## config.mk

```make
export PLATFORM = sky130hd
export DESIGN_NAME = instr_fetch_queue_flat
export DESIGN_NICKNAME = d
export VERILOG_FILES = /design/src/rtl/instr_fetch_queue_if.sv /design/src/rtl/instr_fetch_queue.sv /design/src/flat_wrapper.sv
export SDC_FILE = /design/constraint.sdc
export NUM_CORES = 1
export LEC_CHECK = 0
export BUFFER_PORTS_ARGS = -buffer_cell sky130_fd_sc_hd__clkbuf_2
export CORE_ASPECT_RATIO = 0.75
export CORE_MARGIN = 3
export CORE_UTILIZATION = 59
export CTS_BUF_LIST = sky130_fd_sc_hd__clkbuf_2
export CTS_CLUSTER_DIAMETER = 120
export DETAILED_ROUTE_END_ITERATION = 8
export GPL_ROUTABILITY_DRIVEN = 0
export PLACE_DENSITY_LB_ADDON = 0.15
export SLEW_MARGIN = 30
export SYNTH_ARGS = -nofsm -noshare
export SYNTH_HDL_FRONTEND = slang
export SYNTH_SLANG_ARGS = --single-unit
```

## constraint.sdc

```tcl
create_clock -name clk -period 3.8 [get_ports clk]
set_input_delay 0.38 -clock clk [delete_from_list [all_inputs] [get_ports clk]]
set_output_delay 0.38 -clock clk [all_outputs]
set_load 0.01 [all_outputs]
```

## src/rtl/instr_fetch_queue_if.sv

```systemverilog
// Bundle of fetch-side, redirect and decode-side signals of instr_fetch_queue.
// The queue uses the slave modport; the environment driving it uses master.
interface instr_fetch_queue_if #(
  parameter int unsigned DEPTH = 4
);
  logic [31:0]              fetch_addr;
  logic                     fetch_req;
  logic                     fetch_valid;
  logic [31:0]              fetch_instr;
  logic                     redirect;
  logic [31:0]              redirect_pc;
  logic                     deq;
  logic [31:0]              IFQ_Instr;
  logic [31:0]              IFQ_PC;
  logic                     IFQ_empty;
  logic [$clog2(DEPTH):0]   IFQ_count;

  modport slave (
    input  fetch_valid, fetch_instr, redirect, redirect_pc, deq,
    output fetch_addr, fetch_req, IFQ_Instr, IFQ_PC, IFQ_empty, IFQ_count
  );

  modport master (
    output fetch_valid, fetch_instr, redirect, redirect_pc, deq,
    input  fetch_addr, fetch_req, IFQ_Instr, IFQ_PC, IFQ_empty, IFQ_count
  );
endinterface

```

## src/rtl/instr_fetch_queue.sv

```systemverilog
// Fetch PC owner plus circular {PC, instr} queue feeding decode; redirect flushes and restarts.
// Optional macro IFQ_BYPASS_EN forwards fetched data straight to decode while the queue is empty.
module instr_fetch_queue #(
  parameter int unsigned DEPTH     = 4,
  parameter logic [31:0] RESET_PC  = 32'h0000_0000,
  parameter logic [31:0] NOP_INSTR = 32'h0000_0013
) (
  input logic                clk,
  input logic                rst_n,
  instr_fetch_queue_if.slave bus
);
  localparam int unsigned      PTR_W    = $clog2(DEPTH);
  localparam int unsigned      CNT_W    = PTR_W + 1;
  localparam logic [CNT_W-1:0] FULL_CNT = CNT_W'(DEPTH);

  logic [PTR_W-1:0] head_q, head_d;
  logic [PTR_W-1:0] tail_q, tail_d;
  logic [CNT_W-1:0] count_q, count_d;
  logic [31:0]      pc_q, pc_d;

  logic [31:0] pc_mem    [DEPTH];
  logic [31:0] instr_mem [DEPTH];

  logic q_empty;
  logic fetch_req;
  logic fetch_take;
  logic bypass_hit;
  logic bypass_take;
  logic enq;
  logic deq_fire;

  assign q_empty    = (count_q == '0);
  assign fetch_req  = rst_n && !bus.redirect && (count_q != FULL_CNT);
  assign fetch_take = fetch_req && bus.fetch_valid;

`ifdef IFQ_BYPASS_EN
  assign bypass_hit = q_empty && fetch_take;
`else
  assign bypass_hit = 1'b0;
`endif

  // A bypassed word consumed by decode in the same cycle never touches storage.
  assign bypass_take = bypass_hit && bus.deq;
  assign enq         = fetch_take && !bypass_take;
  assign deq_fire    = bus.deq && !q_empty && !bus.redirect;

  always_comb begin
    head_d  = head_q;
    tail_d  = tail_q;
    count_d = count_q;
    pc_d    = pc_q;
    if (bus.redirect) begin
      head_d  = '0;
      tail_d  = '0;
      count_d = '0;
      pc_d    = bus.redirect_pc & 32'hFFFF_FFFC;
    end else begin
      if (fetch_take) pc_d   = pc_q + 32'd4;
      if (enq)        tail_d = tail_q + PTR_W'(1);
      if (deq_fire)   head_d = head_q + PTR_W'(1);
      if (enq && !deq_fire)      count_d = count_q + CNT_W'(1);
      else if (!enq && deq_fire) count_d = count_q - CNT_W'(1);
    end
  end

  always_ff @(posedge clk) begin
    if (!rst_n) begin
      head_q  <= '0;
      tail_q  <= '0;
      count_q <= '0;
      pc_q    <= RESET_PC;
    end else begin
      head_q  <= head_d;
      tail_q  <= tail_d;
      count_q <= count_d;
      pc_q    <= pc_d;
    end
  end

  always_ff @(posedge clk) begin
    if (enq) begin
      pc_mem[tail_q]    <= pc_q;
      instr_mem[tail_q] <= bus.fetch_instr;
    end
  end

  assign bus.fetch_addr = pc_q;
  assign bus.fetch_req  = fetch_req;
  assign bus.IFQ_count  = count_q;
  assign bus.IFQ_empty  = q_empty && !bypass_hit;
  assign bus.IFQ_Instr  = !q_empty   ? instr_mem[head_q] :
                          bypass_hit ? bus.fetch_instr   : NOP_INSTR;
  assign bus.IFQ_PC     = !q_empty   ? pc_mem[head_q]    :
                          bypass_hit ? pc_q              : 32'h0;
endmodule
```

## src/flat_wrapper.sv

```systemverilog
// flat-port wrapper written by rule: the top's interface ports become plain ports
module instr_fetch_queue_flat 
#(
  parameter int unsigned DEPTH     = 4,
  parameter logic [31:0] RESET_PC  = 32'h0000_0000,
  parameter logic [31:0] NOP_INSTR = 32'h0000_0013
)
  (clk, rst_n, bus_fetch_valid, bus_fetch_instr, bus_redirect, bus_redirect_pc, bus_deq, bus_fetch_addr, bus_fetch_req, bus_IFQ_Instr, bus_IFQ_PC, bus_IFQ_empty, bus_IFQ_count);
  instr_fetch_queue_if #(.DEPTH(DEPTH)) bus_i ();
  input logic clk;
  input logic rst_n;
  input wire logic [$bits(bus_i.fetch_valid)-1:0] bus_fetch_valid;
  input wire logic [$bits(bus_i.fetch_instr)-1:0] bus_fetch_instr;
  input wire logic [$bits(bus_i.redirect)-1:0] bus_redirect;
  input wire logic [$bits(bus_i.redirect_pc)-1:0] bus_redirect_pc;
  input wire logic [$bits(bus_i.deq)-1:0] bus_deq;
  output wire logic [$bits(bus_i.fetch_addr)-1:0] bus_fetch_addr;
  output wire logic [$bits(bus_i.fetch_req)-1:0] bus_fetch_req;
  output wire logic [$bits(bus_i.IFQ_Instr)-1:0] bus_IFQ_Instr;
  output wire logic [$bits(bus_i.IFQ_PC)-1:0] bus_IFQ_PC;
  output wire logic [$bits(bus_i.IFQ_empty)-1:0] bus_IFQ_empty;
  output wire logic [$bits(bus_i.IFQ_count)-1:0] bus_IFQ_count;
  assign bus_i.fetch_valid = bus_fetch_valid;
  assign bus_i.fetch_instr = bus_fetch_instr;
  assign bus_i.redirect = bus_redirect;
  assign bus_i.redirect_pc = bus_redirect_pc;
  assign bus_i.deq = bus_deq;
  assign bus_fetch_addr = bus_i.fetch_addr;
  assign bus_fetch_req = bus_i.fetch_req;
  assign bus_IFQ_Instr = bus_i.IFQ_Instr;
  assign bus_IFQ_PC = bus_i.IFQ_PC;
  assign bus_IFQ_empty = bus_i.IFQ_empty;
  assign bus_IFQ_count = bus_i.IFQ_count;
  instr_fetch_queue #(.DEPTH(DEPTH), .RESET_PC(RESET_PC), .NOP_INSTR(NOP_INSTR)) u_core (.clk(clk), .rst_n(rst_n), .bus(bus_i));
endmodule
```

# Word-level counts from Yosys, hierarchy flattened
# Memory sizes are Yosys's and may differ from the RTL's. A register that Yosys moved wholly into a read port is not among the register bits.
# Cells that the tools add are included.
[totals] regBits=39 ramBits=256 in_bits=69 word_cells=41 mem_count=2
[memory_table] name="u_core.instr_mem" words=4 word_bits=32 read_ports=1 rd_clocked_by_memory_dff=1 write_ports=1 line_no="instr_fetch_queue.sv:22" source="logic [31:0] instr_mem [DEPTH];"
[memory_table] name="u_core.pc_mem" words=4 word_bits=32 read_ports=1 rd_clocked_by_memory_dff=1 write_ports=1 line_no="instr_fetch_queue.sv:21" source="logic [31:0] pc_mem [DEPTH];"
[classes] add_sub_neg=5 eq_ne=1 mux=12 n_bitwise=1 n_reduce_logical=15
[op_table] op="$mux W32" count=4
[op_table] op="$add A32 B3 Y32 const B" count=1
[op_table] op="$mux W2" count=4
[op_table] op="$logic_and A1 B1 Y1" count=7
[op_table] op="$mux W3" count=2
[op_table] op="$add A2 B1 Y2 const B" count=2
[op_table] op="$logic_not A1 Y1" count=4
[op_table] op="$reduce_bool A2 Y1" count=2
[op_table] op="$add A3 B1 Y3 const B" count=1
[op_table] op="$logic_not A3 Y1" count=1
[op_table] op="$ne A3 B3 Y1 const B" count=1
[op_table] op="$sub A3 B1 Y3 const B" count=1
[op_table] op="$mux W1" count=2
[op_table] op="$reduce_or A2 Y1" count=1
[op_table] op="$not A1 Y1" count=1

# Longest topological paths before layout
[depth] ltp_word=8 ltp_mapped=12 ltp_nobuf=9

# Worst setup path after synthesis
# No wires, ideal clock.
[synth_timing] path_type="input port to flip-flop" from="input bus_redirect" to="memory u_core.instr_mem[0][0], enable pin" setup_time_ps=427 t_arrival_ps=2324 path_slack_ps=1049 path_stages=3 n_path_buf=1 cell_sequence="clkbuf_1 > and3b_1 > and3_1"
[synth_via] elab_chain_len=6
[synth_rtl] element="from (decl)" line_no="flat_wrapper.sv:14" source="input wire logic [$bits(bus_i.redirect)-1:0] bus_redirect;"
[synth_rtl] element="$logic_not A1 Y1" line_no="instr_fetch_queue.sv:33" source="assign fetch_req = rst_n && !bus.redirect && (count_q != FULL_CNT);"
[synth_rtl] element="$logic_and A1 B1 Y1 (2 in a row)" line_no="instr_fetch_queue.sv:33"
[synth_rtl] element="$logic_and A1 B1 Y1" line_no="instr_fetch_queue.sv:34" source="assign fetch_take = fetch_req && bus.fetch_valid;"
[synth_rtl] element="$mux W1" line_no="instr_fetch_queue.sv:81" source="if (enq) begin"
[synth_rtl] element="$mux W1 (not written as such)" line_no="instr_fetch_queue.sv:83" source="instr_mem[tail_q] <= bus.fetch_instr;"
[synth_rtl] element="to (decl)" line_no="instr_fetch_queue.sv:22"
# Every way passes these cells.

==> impl_metrics.json <==
{
  "synth_area_um2": 11600,
  "hp-class": "input pin to register",
  "numPortBuffers": 163,
  "slew_headroom": 0.383,
  "slowest_stage": "dfxtp_4",
  "core_um2": 18900,
  "synth-edff-count": 248,
  "swShare": 0.238,
  "placed_cell_area_um2": 12700,
  "final_util": 0.748,
  "worst_ep_arrival_time_ns": 2.83,
  "cts_resized": 0,
  "path_max_fanout": 28,
  "initial_utilization": 0.615,
  "power_density_nw_per_um2": 434,
  "wirelength_mm": 26.1,
  "via_count": 7367,
  "switchingPower_mw": 1.46,
  "holdCritStartpoint": "bus_redirect_pc[31]",
  "slowest_delay_ns": 0.71,
  "async_reset_ff_frac": 0,
  "use_met1": 0.326,
  "leakage_nw": 5.04,
  "cts_inserted_buffers": 68,
  "grt_pass1_vias": 7648,
  "path_cells": "buf_4, mux4_2, nor2b_1, clkbuf_2",
  "syn_inst": 686,
  "ioPinCount": 170,
  "placementRows": 43,
  "fin_nets": 1036,
  "n_antenna_cell": 0,
  "postSynthAreaPerCell_um2": 16.9,
  "die_h_um": 127,
  "clockRootBuffer": "clkbuf_2",
  "cts_tree": "done",
  "areaGrowthSynthToFinish_pct": 21.6,
  "grt_max_degree": 64,
  "cts_setup_buffers": 0,
  "drtIter0Drc": 613,
  "clock.fmax_mhz": 311,
  "overflow": 0,
  "fill_cells": 1152,
  "fin_area_um2": 14100,
  "first_pass_iters": 5,
  "synthDistinctLibCells": 57,
  "hpwlAfterDp_mm": 14.7,
  "p_total_mw": 6.12,
  "drc": 0,
  "hold_violations": 0,
  "dp_cells": 1068,
  "drive_above_1_share": 0.363,
  "instances_no_fill": 1263,
  "avgRoutedWirePerCell_um": 20.7,
  "worstMarginPinSlew_ns": 0.922,
  "htree_levels": 3,
  "clkPwrFrac": 0.361,
  "internal_power_mw": 4.67,
  "final.min_clock_period_ns": 3.21,
  "top_usage_layer": "met2",
  "clock_latency_ns": 0.82,
  "cts.clk_slew.worst_paths_ns": 0.09,
  "chipWidth_um": 168,
  "grt_use_met2": 0.401,
  "critPathLaunchType": "register",
  "skew_ns": 0.0619,
  "finalMaxSlewViolations": 0,
  "yosysSeqAreaShare": 0.709,
  "grt_usage": 0.247,
  "ys.flop_type": "edfxtp_1",
  "crit_type": "register to output port",
  "layout_common_cells": "clkbuf_2 (271), edfxtp_1 (248), dlygate4sd3_1 (66), mux4_2 (62), nor2b_1 (59)",
  "dieArea_um2": 21400,
  "final_antenna_net_count": 0,
  "yosysWarnings": 0,
  "vias_per_cell": 5.83,
  "pwr-share-seq": 0.576,
  "grt_pass1_wl_mm": 41.1,
  "rsz0062_at_grt": "false",
  "met3_usage": 0.0600,
  "status": "finished, final reports clean",
  "finalCritPeriodShare": 0.845,
  "cap_violations": 0,
  "worstPathRequired_ns": 3.42,
  "cts_max_path_buffers": 3,
  "setup_violations": 0,
  "crit_path_end_kind": "output port",
  "rr_startpoint": "u_core.bus.IFQ_count[2]$_SDFFE_PP0P_",
  "synth-seq-cells": 287,
  "final_common_cell": "clkbuf_2",
  "peakVddDrop_v": 0.000355,
  "fin_setup_tns_ns": 0,
  "comb_power_share": 0.063,
  "antenna_found_initial": 0,
  "clkSinkCount": 287
}
[cell type report]
type | instances | area (um2) | share of cell area
sequential | 287 | 8240 | 0.583
multi-input combinational | 353 | 3200 | 0.226
timing repair buffer | 241 | 1630 | 0.115
clock buffer | 108 | 541 | 0.0383
tap | 247 | 309 | 0.0219
clock inverter | 18 | 174 | 0.0123
inverter | 9 | 33.8 | 0.00239
[power by group through the flow]
stage	sequential, mW	clock [mW]	combinational, mW
global route	3.54	2.44	0.418
floorplan	3.59	0	0.174
CTS	3.53	2.25	0.387
detailed placement	3.60	0	0.330
finish	3.53	2.21	0.389
global placement	3.59	0	0.318
[final timing paths]
path | endpoint | slack, ns | cells after the start
setup / recovery | bus_IFQ_PC[3] | 0.59 | 4
hold / removal | u_core.bus.fetch_addr[31]$_SDFFE_PN0P_ | 0.06 | 5
setup reg to reg | u_core.bus.fetch_addr[2]$_SDFFE_PN0P_ | 0.75 | 8
hold reg to reg | u_core.head_q[1]$_SDFFE_PP0P_ | 0.55 | 2
[registers in the layout, indices dropped and copies added, names as in the netlist, named ones only]
register and cells:
u_core.tail_q 2, u_core.bus.fetch_addr 30, u_core.instr_mem 128, u_core.head_q 2, u_core.pc_mem 120, u_core.bus.IFQ_count 3
[Yosys cell counts, types with 2 or more instances]
cell         n  area share
o21ai_0     16      0.0069
nand3_1     14      0.0060
buf_4        4      0.0026
buf_2       10      0.0043
and2_1       3      0.0016
nor3_1       7      0.0030
nand3_2      2      0.0017
and2_0       2      0.0011
nor2_1      21      0.0068
nor2b_1     59       0.032
o22ai_1      2      0.0011
mux4_2      62        0.12
edfxtp_1   248        0.64
dfxtp_1     39       0.067
and3_1       8      0.0043
a21oi_1     16      0.0069
clkbuf_1    24      0.0078
o211a_1      3      0.0026
inv_1        8      0.0026
or4_1        4      0.0026
nor4_1       2      0.0011
a32oi_1      2      0.0015
o211ai_1     4      0.0026
or2_2        4      0.0022
a31oi_1     18      0.0097
o21a_1       3      0.0019
o311ai_0     3      0.0023
or3_1        5      0.0027
nand2_1     42       0.014
nand4_1      8      0.0043
xnor2_1      4      0.0030
a2bb2oi_1    4      0.0030
o31ai_1      3      0.0019
ha_1         6      0.0065
xor2_1       3      0.0023
o31a_1       2      0.0015
[worst max-delay path: cells and delay by family, from the launching register on]
family,cells,cell delay [ns]
flip-flops,1,0.71
AND/OR/NAND/NOR,1,0.17
buffers and inverters,2,0.63
multiplexers,1,0.55
[kinds of logic after synthesis]
kind of cell	after synthesis	synth area share
flip-flops	287	0.709
AND/OR/NAND/NOR	190	0.0903
AO/OA/AOI/OAI	81	0.0460
buffers and inverters	49	0.0189
other	1	0.000323
XOR/XNOR	7	0.00528
multiplexers	64	0.122
adder cells (fa/ha/maj)	7	0.00819
[metal layers]
| metal | wire length (um) | up-vias |
|---|---|---|
| li1 | - | 3311 |
| met1 | 10500 | 3626 |
| met2 | 12800 | 366 |
| met3 | 2060 | 64 |
| met4 | 767 | 0 |
| met5 | 0 | - |
[per-stage QoR]
stage | hold WS (ns) | worst slack, ns
finish | 0.0625 | 0.590
global route | 0.0560 | 0.332
CTS | 0.00902 | 0.455
detailed placement | 0.524 | 1.21
global placement | 0.499 | 1.34
floorplan | 0.479 | 1.05
[repair_timing]
action,CTS,global route
hold endpoints to repair,157,0
setup endpoints to repair,0,0
hold buffers,66,0
Power figures use the tool's default switching activity.
